`config.mk`:
```
export PLATFORM = sky130hd
export DESIGN_NAME = encoder_8b10b_lanes
export DESIGN_NICKNAME = d
export VERILOG_FILES = /design/src/rtl/encoder_8b10b_lanes.sv
export SDC_FILE = /design/constraint.sdc
export NUM_CORES = 1
export LEC_CHECK = 0
export BUFFER_PORTS_ARGS = -buffer_cell sky130_fd_sc_hd__clkbuf_2
export CAP_MARGIN = 20
export CORE_MARGIN = 2
export CORE_UTILIZATION = 51
export DETAILED_ROUTE_END_ITERATION = 8
export PLACE_DENSITY = 0.8
export SYNTH_ARGS = -nofsm -noshare
export SYNTH_HDL_FRONTEND = slang
export SYNTH_SLANG_ARGS = --single-unit
```
`constraint.sdc`:
```
create_clock -name clk -period 3 [get_ports clk]
set_clock_uncertainty 0.1 [all_clocks]
set_input_delay 0.45 -clock clk [delete_from_list [all_inputs] [get_ports clk]]
set_output_delay 0.45 -clock clk [all_outputs]
set_load 0.005 [all_outputs]
```
`src/rtl/encoder_8b10b_lanes.sv`:
```
// Multi-lane 8b/10b encoder using the IEEE 802.3 Cl.36 5b/6b and 3b/4b code
// tables. It has one registered output stage behind a ready/valid handshake.
// Each lane keeps its own running disparity. A control request for a byte
// that is not a legal K code is flagged per lane. That byte is then either
// encoded as data or replaced by an all-zero word, as set by ERR_ZERO.
module encoder_8b10b_lanes #(
    parameter int LANES    = 2,
    parameter bit ERR_ZERO = 1'b0
) (
    input  logic                  clk,
    input  logic                  rst,
    input  logic                  enb,
    input  logic [8*LANES-1:0]    entradas,
    input  logic [LANES-1:0]      K,
    input  logic                  rdy,
    output logic                  listo,
    output logic [10*LANES-1:0]   salidas,
    output logic                  valido,
    output logic [LANES-1:0]      rd,
    output logic [LANES-1:0]      err_k
);

    localparam int BW = 8;
    localparam int CW = 10;

    // 5b/6b code (abcdei) as seen with RD- at the start of the sub-block.
    function automatic logic [5:0] enc6_m(input logic [4:0] x);
        case (x)
            5'd0:    enc6_m = 6'b100111;
            5'd1:    enc6_m = 6'b011101;
            5'd2:    enc6_m = 6'b101101;
            5'd3:    enc6_m = 6'b110001;
            5'd4:    enc6_m = 6'b110101;
            5'd5:    enc6_m = 6'b101001;
            5'd6:    enc6_m = 6'b011001;
            5'd7:    enc6_m = 6'b111000;
            5'd8:    enc6_m = 6'b111001;
            5'd9:    enc6_m = 6'b100101;
            5'd10:   enc6_m = 6'b010101;
            5'd11:   enc6_m = 6'b110100;
            5'd12:   enc6_m = 6'b001101;
            5'd13:   enc6_m = 6'b101100;
            5'd14:   enc6_m = 6'b011100;
            5'd15:   enc6_m = 6'b010111;
            5'd16:   enc6_m = 6'b011011;
            5'd17:   enc6_m = 6'b100011;
            5'd18:   enc6_m = 6'b010011;
            5'd19:   enc6_m = 6'b110010;
            5'd20:   enc6_m = 6'b001011;
            5'd21:   enc6_m = 6'b101010;
            5'd22:   enc6_m = 6'b011010;
            5'd23:   enc6_m = 6'b111010;
            5'd24:   enc6_m = 6'b110011;
            5'd25:   enc6_m = 6'b100110;
            5'd26:   enc6_m = 6'b010110;
            5'd27:   enc6_m = 6'b110110;
            5'd28:   enc6_m = 6'b001110;
            5'd29:   enc6_m = 6'b101110;
            5'd30:   enc6_m = 6'b011110;
            5'd31:   enc6_m = 6'b101011;
            default: enc6_m = 6'b000000;
        endcase
    endfunction

    // Data 3b/4b code (fghj) for RD- at the 4b sub-block; alt selects A7 over P7.
    function automatic logic [3:0] enc4_d(input logic [2:0] y, input logic alt);
        case (y)
            3'd0:    enc4_d = 4'b1011;
            3'd1:    enc4_d = 4'b1001;
            3'd2:    enc4_d = 4'b0101;
            3'd3:    enc4_d = 4'b1100;
            3'd4:    enc4_d = 4'b1101;
            3'd5:    enc4_d = 4'b1010;
            3'd6:    enc4_d = 4'b0110;
            3'd7:    enc4_d = alt ? 4'b0111 : 4'b1110;
            default: enc4_d = 4'b0000;
        endcase
    endfunction

    // Control 3b/4b code for RD- at the 4b sub-block; RD+ is always its complement.
    function automatic logic [3:0] enc4_k(input logic [2:0] y);
        case (y)
            3'd0:    enc4_k = 4'b1011;
            3'd1:    enc4_k = 4'b0110;
            3'd2:    enc4_k = 4'b1010;
            3'd3:    enc4_k = 4'b1100;
            3'd4:    enc4_k = 4'b1101;
            3'd5:    enc4_k = 4'b0101;
            3'd6:    enc4_k = 4'b1001;
            3'd7:    enc4_k = 4'b0111;
            default: enc4_k = 4'b0000;
        endcase
    endfunction

    function automatic logic [2:0] ones6(input logic [5:0] c);
        ones6 = {2'b00, c[0]} + {2'b00, c[1]} + {2'b00, c[2]}
              + {2'b00, c[3]} + {2'b00, c[4]} + {2'b00, c[5]};
    endfunction

    function automatic logic [2:0] ones4(input logic [3:0] c);
        ones4 = {2'b00, c[0]} + {2'b00, c[1]} + {2'b00, c[2]} + {2'b00, c[3]};
    endfunction

    // One lane: returns {err, rd_after, abcdei, fghj}. An unbalanced sub-block
    // flips the disparity; the neutral D.7 and D.x.3 codes still swap with RD.
    function automatic logic [11:0] encode_lane(input logic [7:0] b, input logic k,
                                                input logic rd_in);
        logic [4:0] x;
        logic [2:0] y;
        logic       legal_k;
        logic       illegal_k;
        logic       rd6;
        logic       alt;
        logic       rd_out;
        logic [5:0] c6_m;
        logic [5:0] c6;
        logic [3:0] c4_m;
        logic [3:0] c4;
        x         = b[4:0];
        y         = b[7:5];
        legal_k   = k && ((x == 5'd28) || ((y == 3'd7) &&
                    ((x == 5'd23) || (x == 5'd27) || (x == 5'd29) || (x == 5'd30))));
        illegal_k = k && !legal_k;
        c6_m      = (legal_k && (x == 5'd28)) ? 6'b001111 : enc6_m(x);
        c6        = (rd_in && ((ones6(c6_m) != 3'd3) || (x == 5'd7))) ? ~c6_m : c6_m;
        rd6       = rd_in ^ (ones6(c6_m) != 3'd3);
        alt       = (!rd6 && ((x == 5'd17) || (x == 5'd18) || (x == 5'd20))) ||
                    ( rd6 && ((x == 5'd11) || (x == 5'd13) || (x == 5'd14)));
        if (legal_k) begin
            c4_m = enc4_k(y);
            c4   = rd6 ? ~c4_m : c4_m;
        end else begin
            c4_m = enc4_d(y, alt);
            c4   = (rd6 && ((ones4(c4_m) != 3'd2) || (y == 3'd3))) ? ~c4_m : c4_m;
        end
        rd_out = rd6 ^ (ones4(c4_m) != 3'd2);
        if (illegal_k && ERR_ZERO) begin
            encode_lane = {1'b1, rd_in, 10'd0};
        end else begin
            encode_lane = {illegal_k, rd_out, c6, c4};
        end
    endfunction

    logic [10*LANES-1:0] salidas_r;
    logic [LANES-1:0]    rd_r;
    logic [LANES-1:0]    err_r;
    logic                valido_r;
    logic [10*LANES-1:0] code_s;
    logic [LANES-1:0]    rd_next_s;
    logic [LANES-1:0]    err_next_s;
    logic                listo_s;
    logic                accept_s;

    assign listo_s  = !valido_r || rdy;
    assign accept_s = enb && listo_s;

    // Encode every lane from its own current running disparity.
    always_comb begin
        code_s     = '0;
        rd_next_s  = '0;
        err_next_s = '0;
        for (int l = 32'sd0; l < LANES; l++) begin
            {err_next_s[l], rd_next_s[l], code_s[CW*l +: CW]} =
                encode_lane(entradas[BW*l +: BW], K[l], rd_r[l]);
        end
    end

    // Output stage: load on accept, drop valid once drained, otherwise hold.
    always_ff @(posedge clk or posedge rst) begin
        if (rst) begin
            salidas_r <= '0;
            rd_r      <= '0;
            err_r     <= '0;
            valido_r  <= 1'b0;
        end else if (accept_s) begin
            salidas_r <= code_s;
            rd_r      <= rd_next_s;
            err_r     <= err_next_s;
            valido_r  <= 1'b1;
        end else if (listo_s) begin
            valido_r  <= 1'b0;
        end
    end

    assign listo   = listo_s;
    assign salidas = salidas_r;
    assign valido  = valido_r;
    assign rd      = rd_r;
    assign err_k   = err_r;

endmodule

```
==> results.py <==
metrics = {
    "global_route": {
        "overflow": 0,
        "grtUsageTotal": 0.3061,
        "antenna_found_initial": 0,
        "grt_max_degree": 26,
        "grt_pass1_vias": 3909,
        "grt_pass1_wl_um": 18240,
    },
    "synth": {
        "synth-adder-area-share": 0.1650,
        "yosysMostFrequentCell": "nand2_1",
        "synth_top_area_share": 0.1858,
        "seq_area_frac_synth": 0.1858,
        "synth_simple_gate_area_share": 0.2363,
        "yosysTopAreaCell": "dfrtp_1",
        "syn_area_um2": 3367,
        "avgSynthCellArea_um2": 8.273,
        "synth_compound_area_frac": 0.2081,
        "yosys-top-cells-area": "dfrtp_1 19%, ha_1 9.7%, xnor2_1 6.0%",
        "yosys_warnings": 0,
        "ys.flop_type": "dfrtp_1",
        "async_reset_ff_frac": 1.000,
        "synth-xor-area-share": 0.09699,
        "synth_top_family_by_area": "simple AND/OR/NAND/NOR gates",
        "muxShareOfSynthArea": 0.04051,
        "synth_cells": 407,
        "syn-num-nets": 465,
        "synthTopCellsByCount": "42 x nand2_1, 30 x o21ai_0, 26 x ha_1",
        "synth_seq_cells": 25,
        "synth.distinct_cells": 68,
        "synth_enable_flop_cells": 0,
    },
    "detailed_routing": {
        "wire_per_inst_um": 20.05,
        "route.met2.wl_um": 6547,
        "routed_wl_um": 13070,
        "num_vias": 4035,
        "wl_met1_um": 5079,
        "viasPerCell": 6.189,
        "post-route-drc-count": 0,
        "wl_met3_um": 873,
        "dr.pass1.iters": 5,
        "first_iter_violations": 291,
        "ant_nets": 0,
        "dr.max_layer_used": "met4",
    },
    "finish": {
        "antennaDiodeCount": 0,
        "drive_above_1_share": 0.4643,
        "final_area_um2": 5335,
        "nets": 634,
        "syn2layout_area_growth_pct": 58.45,
        "nFillCells": 327,
    },
    "timing": {
        "finalCriticalPeriod_ns": 5.850,
        "slew_viol_final": 0,
        "fin_tns_setup_ns": -51.44,
        "hold_ws_ns": 0.2754,
        "period_share": 1.950,
        "rsz0062_at_grt": "true",
        "tightest_slew_ns": 0.9049,
        "hold_viol": 0,
        "fin_ws_ns": -2.850,
        "setup_viol": 22,
        "max_freq_mhz": 171.0,
        "relSlewSlack": 0.3953,
    },
    "outcome": {
        "status": "finished with violations",
        "violations": "negative setup slack",
    },
    "critical_path": {
        "crit_path_start_kind": "primary input",
        "path_max_fanout": 3,
        "r2r_cells": 11,
        "crit_start": "entradas[0]",
        "timing.rr.end": "salidas[3]$_DFFE_PP0P_",
        "path_class": "in -> reg",
        "worst_ep_arrival_time_ns": 5.98,
        "timing.rr.start": "rd[0]$_DFFE_PP0P_",
        "critPathCapture": "salidas[3]$_DFFE_PP0P_",
        "end_kind": "flop",
        "reg2reg_slack_ns": -0.20,
        "critPathRequiredTime_ns": 3.13,
    },
    "floorplanning": {
        "initial_core_util": 0.5302,
        "dieHeight_um": 85.25,
        "row_count": 29,
        "num_io_pins": 48,
        "die_area_um2": 7268,
        "die_w_um": 85.25,
        "core_um2": 6350,
    },
    "cts": {
        "cts_buffer_depth": 2,
        "root_buffer": "clkbuf_8",
        "cts_tree": "built",
        "cts.clk_slew.worst_paths_ns": 0.10,
        "cts_buffers": 3,
        "clk_latency_ns": 0.29,
        "cts.sinks": 25,
        "htree_levels": 1,
    },
    "min_path": {
        "min_path_type": "in -> reg",
    },
    "placed_design": {
        "dpl.hpwl_um": 7195,
        "gp_congestion": 0.8814,
        "placed_area_um2": 4527,
        "io_buffers": 47,
    },
    "power_and_ir_drop": {
        "ir_drop_mv": 0.5388,
        "leakagePower_nw": 2.457,
        "cellPowerDensity_nw_per_um2": 634.5,
    },
    "flow_run": {
        "drv_cap": 0,
    },
}
[power breakdown]
part / leakage (nW) / internal (mW) / total [mW] / switching [mW]
clock network: 0.0228 / 0.0958 / 0.222 / 0.126
registers: 0.298 / 0.486 / 0.619 / 0.133
logic: 2.14 / 1.36 / 2.54 / 1.18
total: 2.46 / 1.94 / 3.39 / 1.44
[per-stage QoR]
stage | power, mW | cells | setup WS [ns] | utilization
floorplan | 1.707 | 407 | -2.744 | -
global placement | 2.241 | 610 | -2.909 | 0.7129
detailed placement | 2.319 | 610 | -3.065 | 0.7129
CTS | 2.908 | 640 | -2.599 | 0.7919
global route | 3.573 | 652 | -2.965 | 0.8402
finish | 3.385 | 652 | -2.850 | 0.8402
[worst min-delay path by stage]
stage | start | to | slack, ns | cells past startpoint
floorplan | err_k[0]$_DFFE_PP0P_ | err_k[0]$_DFFE_PP0P_ | 0.36 | 2
global placement | salidas[15]$_DFFE_PP0P_ | salidas[15]$_DFFE_PP0P_ | 0.37 | 2
detailed placement | salidas[15]$_DFFE_PP0P_ | salidas[15]$_DFFE_PP0P_ | 0.38 | 2
CTS | enb | valido$_DFFE_PP0P_ | 0.28 | 2
global route | enb | valido$_DFFE_PP0P_ | 0.31 | 2
finish | enb | valido$_DFFE_PP0P_ | 0.28 | 2
[layout make-up]
class,count,area [um2],share of cell area
inverters,24,117.6,0.02205
clock buffers,4,45.04,0.008443
repair buffers,189,1494,0.2800
multi-input cells,333,2957,0.5542
well taps,77,96.34,0.01806
flip-flops and latches,25,625.6,0.1173
[per-layer routing]
layer | global-route usage | vias to the layer above
met5 | 0 | -
met4 | 0.08658 | 0
met3 | 0.05156 | 62
met2 | 0.5568 | 232
met1 | 0.3695 | 1951
li1 | - | 1790
[worst max-delay path: stages]
cell	delay (ns)
clkbuf_8	0.13
ha_2	0.22
nand2b_1	0.15
a311oi_1	0.48
a41o_1	0.22
fa_1	0.46
inv_2	0.09
fa_1	0.40
ha_2	0.19
inv_2	0.05
fa_1	0.40
nand3b_4	0.23
xor2_4	0.23
mux2_4	0.36
buf_6	0.13
nor2_4	0.08
fa_1	0.39
ha_2	0.20
ha_4	0.27
o211ai_1	0.12
a22oi_1	0.18
or4b_1	0.45
nand3_1	0.10
[cell families after synthesis]
family                     after synthesis
buffers and inverters                   49
xor gates and xnor gates                33
and+or+nand+nor                        149
adders and majority gates               39
AOI/OAI and AO/OA                      100
muxes                                   12
DFF                                     25
[registers in the layout, indices dropped and copies added, names as in the netlist]
name / cells
err_k: 2
rd: 2
valido: 1
salidas: 20
[cell usage in the layout, fill, tap and decap left out, types with 4 or more instances in the layout]
master and n:
and2_1 6, dfrtp_1 25, mux2i_1 6, nor2_1 17, nor4_1 8, a22oi_1 4
nand3_1 14, xnor2_1 18, clkbuf_8 4, ha_2 7, buf_6 23, ha_4 8
inv_1 17, nor2b_1 8, nand4_1 6, buf_4 116, o21ai_0 14, xor2_2 5
fa_1 10, o21ai_1 12, o21ai_2 5, and3_1 5, ha_1 11, nor2_4 6
clkbuf_2 40, nand2b_1 12, a21oi_1 14, nand2_1 41, nor3b_1 4
[repair_timing]
action	CTS	global route
hold buffers	0	1
pin swaps	40	30
endpoints found under the setup margin	22	22
gates resized for setup	56	38
buffers inserted	27	10
hold endpoints to repair	0	3
No activity file was read; power rests on OpenSTA's default activity.
